File: config.mk
export PLATFORM = sky130hd
export DESIGN_NAME = contador_desc_mod_n
export DESIGN_NICKNAME = d
export VERILOG_FILES = /design/src/rtl/contador_desc_mod_n.sv
export SDC_FILE = /design/constraint.sdc
export NUM_CORES = 1
export LEC_CHECK = 0
export ABC_AREA = 1
export BUFFER_PORTS_ARGS = -buffer_cell sky130_fd_sc_hd__buf_4
export CAP_MARGIN = 15
export CELL_PAD_IN_SITES_DETAIL_PLACEMENT = 1
export CELL_PAD_IN_SITES_GLOBAL_PLACEMENT = 2
export CORE_MARGIN = 2
export CORE_UTILIZATION = 30
export DETAILED_ROUTE_END_ITERATION = 16
export HOLD_SLACK_MARGIN = 0.03
export PLACE_DENSITY = 0.9
export REMOVE_ABC_BUFFERS = 1
export SETUP_SLACK_MARGIN = 0.1
export SLEW_MARGIN = 10
export SYNTH_ARGS = -nofsm -noshare
export SYNTH_HDL_FRONTEND = slang
export SYNTH_SLANG_ARGS = --single-unit
File: constraint.sdc
create_clock -name clk -period 1.7 [get_ports clk]
set_input_delay 0.17 -clock clk [delete_from_list [all_inputs] [get_ports clk]]
set_output_delay 0.17 -clock clk [all_outputs]
set_load 0.01 [all_outputs]
File: src/rtl/contador_desc_mod_n.sv
// Programmable modulo-(N+1) down-counter/timer with terminal-count pulse,
// one-shot or auto-reload operation and a sticky done flag.
//
// state | meaning
// IDLE  | stopped, Q held at 0, waiting for start
// RUN   | counting latched N down to 0 on enabled cycles
// DONE  | one-shot finished, Q held at 0, done asserted until start/stop
module contador_desc_mod_n #(
    parameter int WIDTH = 8
) (
    input  logic             clk,
    input  logic             rst,
    input  logic [WIDTH-1:0] N,
    input  logic             start,
    input  logic             en,
    input  logic             auto,
    input  logic             stop,
    output logic [WIDTH-1:0] Q,
    output logic             tc,
    output logic             busy,
    output logic             done
);

    typedef enum logic [1:0] {
        IDLE = 2'd0,
        RUN  = 2'd1,
        DONE = 2'd2
    } state_t;

    state_t           state, state_nxt;
    logic [WIDTH-1:0] n_lat, n_lat_nxt;
    logic [WIDTH-1:0] q_nxt;
    logic             auto_lat, auto_lat_nxt;
    logic             tc_nxt;

    always_ff @(posedge clk or posedge rst) begin
        if (rst) begin
            state    <= IDLE;
            Q        <= '0;
            tc       <= 1'b0;
            n_lat    <= '0;
            auto_lat <= 1'b0;
        end else begin
            state    <= state_nxt;
            Q        <= q_nxt;
            tc       <= tc_nxt;
            n_lat    <= n_lat_nxt;
            auto_lat <= auto_lat_nxt;
        end
    end

    // Priority in every state: stop > start > en.
    always_comb begin
        state_nxt    = state;
        q_nxt        = Q;
        n_lat_nxt    = n_lat;
        auto_lat_nxt = auto_lat;
        tc_nxt       = 1'b0;
        case (state)
            IDLE: begin
                q_nxt = '0;
                if (!stop && start) begin
                    state_nxt    = RUN;
                    q_nxt        = N;
                    n_lat_nxt    = N;
                    auto_lat_nxt = auto;
                end
            end
            RUN: begin
                if (stop) begin
                    state_nxt = IDLE;
                    q_nxt     = '0;
                end else if (start) begin
                    q_nxt        = N;
                    n_lat_nxt    = N;
                    auto_lat_nxt = auto;
                end else if (en) begin
                    if (Q != '0) begin
                        q_nxt = Q - WIDTH'(1);
                    end else begin
                        // Zero never decrements: it either reloads or ends the shot.
                        tc_nxt = 1'b1;
                        if (auto_lat) begin
                            q_nxt = n_lat;
                        end else begin
                            state_nxt = DONE;
                            q_nxt     = '0;
                        end
                    end
                end
            end
            DONE: begin
                q_nxt = '0;
                if (stop) begin
                    state_nxt = IDLE;
                end else if (start) begin
                    state_nxt    = RUN;
                    q_nxt        = N;
                    n_lat_nxt    = N;
                    auto_lat_nxt = auto;
                end
            end
            default: begin
                state_nxt = IDLE;
                q_nxt     = '0;
            end
        endcase
    end

    always_comb begin
        busy = (state == RUN);
        done = (state == DONE);
    end

endmodule
==> impl_metrics.json, run 1 <==
{
  "clk_latency_ps": 260,
  "status": "finished, final reports clean",
  "avgSynthCellArea_um2": 6.97,
  "synth-seq-cells": 20,
  "drt_iter0_markers": 31,
  "chipWidth_um": 71.1,
  "syn_to_final_growth_pct": 29.4,
  "cap_viol_max_count": 0,
  "grt.busiest_layer": "met2",
  "place_ws_ps": 107,
  "grt_max_degree": 21,
  "leakage_nw": 0.958,
  "wl_um": 3900,
  "cts_root_buf": "clkbuf_8",
  "final_cells": 282,
  "grt_pass1_vias": 1283,
  "final_core_util_pct": 40.1,
  "vias_per_cell": 4.72,
  "routedWlPerCell_um": 13.8,
  "final_common_cell": "nand2_1",
  "relSlewSlack_pct": 79.8,
  "crit_fanout": 4,
  "met3_usage_pct": 2.71,
  "rsz0062_at_grt": "yes",
  "dp_cells": 272,
  "clkSinkCount": 20,
  "gp_congestion": 0.777,
  "tightest_slew_ps": 303,
  "placed_area_um2": 1610,
  "fin_crit_sh_pct": 91.9,
  "multi_input_area_um2": 756,
  "grt_usage_pct": 15.9,
  "hold_viol_final": 0,
  "synth_top_family_by_area": "simple AND/OR/NAND/NOR gates",
  "end_kind": "flip-flop",
  "layout_setup_ws_ps": 137,
  "r2r_cells": 11,
  "cts_buffers": 3,
  "synth-simple-area-share_pct": 33.3,
  "synth_cell_types": 21,
  "initial_core_util_pct": 31.0,
  "r2r_setup_slack_ps": 140,
  "whs_ps": 159,
  "ys_seq_area_share_pct": 37.0,
  "slew_viol_final": 0,
  "synth_fa_ha_area_share_pct": 5.56,
  "cts_tree": "done",
  "powerDensity_nw_per_um2": 1790,
  "num_antenna_cells": 0,
  "overflow": 0,
  "mostFrequentLayoutCells": "nand2_1 (69), buf_4 (33), inv_1 (26)",
  "finalPower_mw": 3.13,
  "vias": 1332,
  "ir_worst_vdd_v": 0.000666,
  "post-dp-hpwl_um": 3040,
  "synth_compound_area_share_pct": 9.63,
  "finalClockSkew_ps": 4.41,
  "timing.rr.start": "state[1]",
  "clockBufferDepth": 2,
  "antenna_found_initial": 0,
  "die_h_um": 71.1,
  "crit_path_start": "state[1]",
  "clk_pin_slew_ps": 80,
  "grt.met2_usage_pct": 26.0,
  "synthMuxAreaShare_pct": 4.72,
  "r2r-end": "Q[7]",
  "setup.worst_path.start_class": "flip-flop",
  "die-area_um2": 5060,
  "min_period_ps": 1560,
  "ant_nets": 0,
  "netlist_area_um2": 1350,
  "grt_util_met1_pct": 21.8,
  "arrival_ps": 1760,
  "tns_ps": 0,
  "hold_class": "in -> reg",
  "critPathRequiredTime_ps": 1900,
  "coreArea_um2": 4350,
  "numPortBuffers": 24,
  "final.fill_count": 572,
  "nNetsFinal": 252,
  "yosysWarnings": 0,
  "drive_gt1_share_pct": 27.4,
  "grt_pass1_wl_um": 6240,
  "drc": 0,
  "yosys.area_share.xor_xnor_pct": 0,
  "fp-row-count": 24,
  "ff_latch_area_um2": 500,
  "path_class": "reg -> reg",
  "synthCells": 194,
  "detail_route.first_pass.iterations": 4,
  "postLayoutCellArea_um2": 1750,
  "pin_count": 25,
  "max_freq_mhz": 640,
  "crit_path_end": "Q[7]",
  "setup_viol": 0,
  "htree_levels": 1
}
## worst max-delay path, cell delays in order (launching register included)
cell and delay (ps):
dfrtp_1 440, inv_2 100, ha_2 190, nand2_2 80, nor2_4 160, buf_6 130
inv_1 50, a21oi_1 130, nand2_1 70, nand2_1 50, nand2_1 60, nand2_1 50
## layout make-up
cell class,instances,area share (%)
multi-input cells,141,43.2
repair buffers,35,15.4
well taps,52,3.72
inverters,31,6.66
clock buffers,3,2.36
flip-flops and latches,20,28.6
## layer usage
metal / share of wire, % / wire length [um]
met1: 47 / 1840
met2: 48 / 1890
met3: 3.0 / 116
met4: 1.4 / 55
met5: 0 / 0
## power breakdown
group	internal [mW]	total (mW)	switching, mW
sequential	0.662	0.838	0.176
combinational	0.807	1.97	1.16
clock	0.158	0.316	0.158
total	1.63	3.13	1.50
## how the worst min path moves through the flow
stage	start	endpoint	slack, ps	depth (start not counted)
6_report	N[6]	n_lat[6]	160	2
5_1_grt	N[6]	n_lat[6]	150	2
4_1_cts	N[6]	n_lat[6]	150	2
3_5_place_dp	rst	n_lat[2]	230	3
3_3_place_gp	rst	n_lat[2]	220	3
2_1_floorplan	rst	Q[0]	130	1
## state kept, by name (all words and copies together), names as in the netlist
| register | count |
|---|---|
| Q | 8 |
| n_lat | 8 |
| state | 2 |
| auto_lat | 1 |
| tc | 1 |
## cells in the mapped netlist, drive strengths merged
| cell type | instances | area [um^2] |
|---|---|---|
| or2 | 2 | 12.5 |
| buf | 1 | 11.3 |
| nand2 | 75 | 297 |
| o211ai | 1 | 12.5 |
| nor2 | 15 | 66.3 |
| a21oi | 7 | 35.0 |
| mux2 | 5 | 63.8 |
| nand3 | 14 | 70.1 |
| ha | 6 | 75.1 |
| nor3 | 1 | 5.00 |
| dfrtp | 20 | 500 |
| o21ai | 15 | 82.6 |
| inv | 31 | 116 |
| clkbuf | 1 | 3.75 |
## cells by family after synthesis
family / after synthesis
AOI/OAI and AO/OA: 23
and+or+nand+nor: 107
adders and majority gates: 6
DFF: 20
muxes: 5
buffers and inverters: 33
## timing repair
item / in CTS / in global routing
setup endpoints to repair: 5 / 15
setup buffers: 0 / 6
pin swaps: 0 / 3
resized for setup: 2 / 10
endpoints found under the hold margin: 20 / 0
hold buffers: 1 / 0
Power figures use the tool's default switching activity.
==> inputs of run 2 (changes only) <==
--- a/config.mk
+++ b/config.mk
@@ -5,16 +5,16 @@
 export SDC_FILE = /design/constraint.sdc
 export NUM_CORES = 1
 export LEC_CHECK = 0
-export ABC_AREA = 1
 export BUFFER_PORTS_ARGS = -buffer_cell sky130_fd_sc_hd__buf_4
 export CAP_MARGIN = 15
 export CELL_PAD_IN_SITES_DETAIL_PLACEMENT = 1
 export CELL_PAD_IN_SITES_GLOBAL_PLACEMENT = 2
 export CORE_MARGIN = 2
-export CORE_UTILIZATION = 30
+export CORE_UTILIZATION = 34
 export DETAILED_ROUTE_END_ITERATION = 16
+export GPL_TIMING_DRIVEN = 0
 export HOLD_SLACK_MARGIN = 0.03
-export PLACE_DENSITY = 0.9
+export PLACE_DENSITY = 0.91
 export REMOVE_ABC_BUFFERS = 1
 export SETUP_SLACK_MARGIN = 0.1
 export SLEW_MARGIN = 10
==> run 2 against run 1 <==
Compared with the run above: the flow now finishes with violations (setup timing); maximum frequency fell by 16%; count of clock-buffer cells in the layout rose by 1; combinational power rose by 18%; worst setup slack got worse by 300 ps; die area fell by 13%; wire length rose by 24%; first-iteration DRC count rose by 55%.
==> impl_metrics.json, run 2 <==
{
  "status": "complete, but fails checks",
  "violations": "setup timing",
  "grt_max_degree": 21,
  "ant_nets": 0,
  "synth-edff-count": 0,
  "drive_gt1_share_pct": 53.8,
  "yosys.area.top_type": "dfrtp_1",
  "post-dp-hpwl_um": 2720,
  "leakage_nw": 0.901,
  "critPathRequiredTime_ps": 1860,
  "setup.worst_path.start_class": "flip-flop",
  "die_h_um": 66.3,
  "final.fill_count": 415,
  "end_kind": "flip-flop",
  "finalClockSkew_ps": 2.22,
  "ff_latch_area_um2": 505,
  "netlist_area_um2": 1320,
  "synth.most_common_cell": "dfrtp_1",
  "numPortBuffers": 24,
  "ys_seq_area_share_pct": 38.0,
  "pin_count": 25,
  "detail_route.first_pass.iterations": 4,
  "synth_area_leaders": "dfrtp_1 (38%), mux2_2 (8.5%), ha_1 (5.7%)",
  "wl_um": 4830,
  "die-area_um2": 4390,
  "clk_latency_ps": 270,
  "grt_usage_pct": 21.2,
  "min_period_ps": 1860,
  "p_comb_share_pct": 64.9,
  "mostFrequentLayoutCells": "buf_4 (51), dfrtp_1 (16), mux2_4 (10)",
  "reg_top3": "Q x8, n_lat x8, state x2",
  "antenna_found_initial": 0,
  "htree_levels": 1,
  "slew_viol_final": 0,
  "synth_fa_ha_area_share_pct": 5.70,
  "synthArstFlopShare_pct": 100,
  "coreArea_um2": 3690,
  "rsz0062_at_grt": "yes",
  "initial_core_util_pct": 35.7,
  "synth.top_cells.by_count": "dfrtp_1 (20), mux2_2 (10), a31oi_1 (7), nor2_1 (7), o21ai_0 (7)",
  "finalPower_mw": 3.58,
  "final_core_util_pct": 54.8,
  "drc": 0,
  "drt_iter0_markers": 48,
  "hold_class": "in -> async",
  "tightest_slew_ps": 793,
  "grt_pass1_wl_um": 6900,
  "clockBufferDepth": 2,
  "synthFlopType": "dfrtp_1",
  "overflow": 0,
  "hold_buffers": 0,
  "synth_cell_types": 49,
  "gp_congestion": 0.797,
  "synthMuxAreaShare_pct": 8.55,
  "routedWlPerCell_um": 20.6,
  "num_antenna_cells": 0,
  "arrival_ps": 2020,
  "path_class": "reg -> reg",
  "final_common_cell": "buf_4",
  "crit_fanout": 4,
  "p_sw_mw": 1.46,
  "p_int_mw": 2.12,
  "grt_pass1_vias": 1379,
  "layout_setup_ws_ps": -159,
  "fp-row-count": 22,
  "p_clk_share_pct": 10.6,
  "clk_pin_slew_ps": 80,
  "netlist.area_leader.share_pct": 38.0,
  "max_freq_mhz": 538,
  "clkSinkCount": 20,
  "fin_crit_sh_pct": 109,
  "cts_buffers": 3,
  "syn_to_final_growth_pct": 53.4,
  "power_switching_share_pct": 40.7,
  "synthCells": 134,
  "avgSynthCellArea_um2": 9.83,
  "seqPwrFrac_pct": 24.5,
  "synth-seq-cells": 20,
  "multi_input_area_um2": 952,
  "yosys.area_share.xor_xnor_pct": 1.33,
  "setup_viol": 14,
  "cts_root_buf": "clkbuf_8",
  "yosysWarnings": 0,
  "relSlewSlack_pct": 47.1,
  "hold_viol_final": 0,
  "ir_worst_vdd_v": 0.00101,
  "powerDensity_nw_per_um2": 1770,
  "cap_viol_max_count": 0,
  "synth-simple-area-share_pct": 22.9,
  "chipWidth_um": 66.3,
  "nNetsFinal": 207,
  "vias_per_cell": 5.91,
  "synth_top_family_by_area": "simple AND/OR/NAND/NOR gates",
  "synth_compound_area_share_pct": 19.3,
  "vias": 1383,
  "cts_tree": "done"
}
==> run 2: final timing paths <==
check                           end  slack (ps)  startpoint  cells after the start
setup / recovery           state[0]        -160        Q[0]                      6
min in group clk           auto_lat         130        auto                      2
hold / removal             n_lat[3]          50         rst                      2
hold reg to reg            n_lat[1]         520    n_lat[1]                      1
max in group asynchronous      Q[5]        1100         rst                      2
setup reg to reg           state[0]        -160        Q[0]                      6
==> run 2: final cells by class <==
class / count / area share (%)
Inverter: 6 / 1.11
Clock buffer: 4 / 2.72
Sequential cell: 20 / 25.0
Tap cell: 48 / 2.97
Timing Repair Buffer: 54 / 21.1
Multi-Input combinational cell: 102 / 47.1
==> run 2: kinds of logic after synthesis <==
kind of cell               Yosys count
and+or+nand+nor                     47
adders and majority gates            6
buffers and inverters               12
DFF                                 20
muxes                               10
xor gates and xnor gates             2
AOI/OAI and AO/OA                   37
==> run 2: through the flow <==
stage          instance area (um^2)  hold WS, ps  TNS [ps]  setup slack (ps)  instances
6_report                       2020         51.1      -583              -159        234
4_1_cts                        1840         98.5      -163             -60.3        222
3_5_place_dp                   1540          388     -5530              -474        201
3_3_place_gp                   1520          359     -9990             -1130        200
2_1_floorplan                  1280          134     -3500              -513        128
5_1_grt                        2020          107     -1790              -223        234
==> run 2: routing by layer <==
layer | up-vias | track usage (%) | share of wire [%] | wire, um
li1 | 615 | - | - | -
met1 | 717 | 24.6 | 41 | 1970
met2 | 47 | 38.4 | 54 | 2630
met3 | 4 | 2.90 | 3.8 | 184
met4 | 0 | 9.18 | 0.97 | 47
met5 | - | 0 | 0 | 0
==> run 2: what timing repair did <==
item | CTS | global route
setup endpoints to repair | 20 | 19
setup buffers | 17 | 12
pin swaps | 10 | 9
hold endpoints to repair | 0 | 0
gates resized for setup | 26 | 25
==> run 2: power by group through the flow <==
stage,logic [mW],clock network (mW),registers [mW]
finish,2.32,0.380,0.876
global route,2.47,0.407,0.900
CTS,1.86,0.388,0.858
detailed placement,1.37,0,0.877
global placement,1.31,0,0.864
floorplan,0.963,0,0.837
==> run 2: worst max-delay path, stage by stage, from the launching register on <==
cell      delay [ps]
dfrtp_1          400
inv_2             90
ha_4             140
nor3b_4          320
nand4b_1         190
a31oi_2          280
mux2_4           320
==> inputs of run 3 (changes only) <==
--- a/config.mk
+++ b/config.mk
@@ -10,11 +10,11 @@
 export CELL_PAD_IN_SITES_DETAIL_PLACEMENT = 1
 export CELL_PAD_IN_SITES_GLOBAL_PLACEMENT = 2
 export CORE_MARGIN = 2
-export CORE_UTILIZATION = 34
+export CORE_UTILIZATION = 30
 export DETAILED_ROUTE_END_ITERATION = 16
 export GPL_TIMING_DRIVEN = 0
 export HOLD_SLACK_MARGIN = 0.03
-export PLACE_DENSITY = 0.91
+export PLACE_DENSITY = 0.86
 export REMOVE_ABC_BUFFERS = 1
 export SETUP_SLACK_MARGIN = 0.1
 export SLEW_MARGIN = 10
==> constraint.sdc (replaced) <==
create_clock -name clk -period 1.6 [get_ports clk]
set_input_delay 0.16 -clock clk [delete_from_list [all_inputs] [get_ports clk]]
set_output_delay 0.16 -clock clk [all_outputs]
set_load 0.01 [all_outputs]
==> run 3 against run 2 <==
Compared with the run above: critical path type unchanged; utilization down 3.2 points; cell count rose by 4.7%; sequential share of layout area is 2.3 points lower; the run still ends with setup timing left; sequential power is 10% higher; first-iteration DRC count increased to 3.2 times the previous value; critical path depth did not move; highest routed layer unchanged; die area increased by 13%.
==> impl_metrics.json, run 3 (same netlist as run 2, synthesis figures left out) <==
{
  "status": "complete, but fails checks",
  "violations": "setup timing",
  "htree_levels": 1,
  "fp-row-count": 24,
  "clk_latency_ps": 280,
  "clk_pin_slew_ps": 80,
  "ant_nets": 0,
  "ir_worst_vdd_v": 0.000692,
  "drive_gt1_share_pct": 60.1,
  "powerDensity_nw_per_um2": 2000,
  "crit_fanout": 5,
  "cts_buffers": 3,
  "final.fill_count": 470,
  "mostFrequentLayoutCells": "buf_4 (51), dfrtp_1 (17), mux2_4 (10)",
  "gp_congestion": 0.806,
  "tns_ps": -2450,
  "routedWlPerCell_um": 22.6,
  "dp_cells": 205,
  "drc": 0,
  "cts_tree": "done",
  "hold_class": "in -> async",
  "setup.worst_path.start_class": "flip-flop",
  "initial_core_util_pct": 30.7,
  "grt_usage_pct": 21.2,
  "multi_input_area_um2": 1050,
  "max_freq_mhz": 546,
  "syn_to_final_growth_pct": 68.3,
  "p_sw_mw": 1.87,
  "critPathRequiredTime_ps": 1820,
  "chipWidth_um": 70.3,
  "detail_route.first_pass.iterations": 4,
  "tightest_slew_ps": 791,
  "placed_area_um2": 1540,
  "numPortBuffers": 24,
  "finalPower_mw": 4.44,
  "post-dp-hpwl_um": 2700,
  "timing.rr.start": "state[1]",
  "final_common_cell": "buf_4",
  "die_h_um": 70.3,
  "drt_iter0_markers": 153,
  "overflow": 0,
  "whs_ps": 31.8,
  "finalClockSkew_ps": 2.94,
  "p_int_mw": 2.57,
  "path_class": "reg -> reg",
  "ff_latch_area_um2": 504,
  "coreArea_um2": 4290,
  "die-area_um2": 4940,
  "grt_pass1_wl_um": 8180,
  "place_ws_ps": -541,
  "vias": 1372,
  "nNetsFinal": 214,
  "grt_max_degree": 21,
  "antenna_found_initial": 0,
  "power_switching_share_pct": 42.1,
  "wl_um": 5550,
  "grt_pass1_vias": 1476,
  "reg_top3": "Q x8, n_lat x8, state x2",
  "crit_path_start": "state[1]",
  "cts_root_buf": "clkbuf_8",
  "leakage_nw": 0.972,
  "p_clk_share_pct": 9.4,
  "slew_viol_final": 0,
  "num_antenna_cells": 0,
  "layout_setup_ws_ps": -232,
  "p_comb_share_pct": 68.8,
  "min_period_ps": 1830,
  "rsz0062_at_grt": "yes",
  "vias_per_cell": 5.60,
  "setup_viol": 20,
  "relSlewSlack_pct": 47.2,
  "clkSinkCount": 20,
  "arrival_ps": 2050,
  "final_core_util_pct": 51.6,
  "seqPwrFrac_pct": 21.8,
  "postLayoutCellArea_um2": 2220,
  "clockBufferDepth": 2,
  "cap_viol_max_count": 0,
  "final_cells": 245,
  "end_kind": "flip-flop",
  "hold_viol_final": 0,
  "fin_crit_sh_pct": 114,
  "pin_count": 25,
  "hold_buffers": 0
}
==> run 3: power by group through the flow <==
stage	Combinational [mW]	Clock (mW)	Sequential, mW
floorplan	1.02	0	0.889
global placement	1.39	0	0.917
detailed placement	1.45	0	0.936
CTS	2.41	0.410	0.922
global route	3.21	0.447	0.995
finish	3.06	0.418	0.967
==> run 3: cell type report <==
| cell class | count | area share, % |
|---|---|---|
| inverter | 6 | 1.02 |
| clock buffer | 4 | 2.48 |
| multi-input combinational | 102 | 47.5 |
| sequential | 20 | 22.7 |
| timing repair buffer | 61 | 23.4 |
| tap | 52 | 2.93 |
==> run 3: worst max-delay path, cell delays in order (launching register included) <==
cell and delay (ps):
dfrtp_1 410, inv_2 120, ha_4 170, or3b_4 410, nor3b_4 240, and4b_1 270, a221o_1 130
==> run 3: routing by layer <==
metal / track usage [%] / share of wire [%] / up-vias / routed length, um
li1: - / - / 629 / -
met1: 26.1 / 44 / 690 / 2430
met2: 37.9 / 50 / 41 / 2780
met3: 2.74 / 3.6 / 12 / 200
met4: 7.26 / 2.6 / 0 / 142
met5: 0 / 0 / - / 0
==> run 3: final timing paths <==
path / end / slack (ps) / cells past startpoint
hold reg to reg: n_lat[4] / 510 / 1
max in group asynchronous: Q[5] / 1020 / 2
setup reg to reg: Q[7] / -230 / 6
setup / recovery: Q[7] / -230 / 6
min in group clk: auto_lat / 120 / 2
hold / removal: Q[1] / 30 / 2
==> run 3: what timing repair did <==
action                                  in CTS  in global routing
buffers inserted                            26                  9
gates cloned                                 1                  0
gates resized for setup                     50                 27
endpoints found under the setup margin      20                 22
pin swaps                                   21                 13
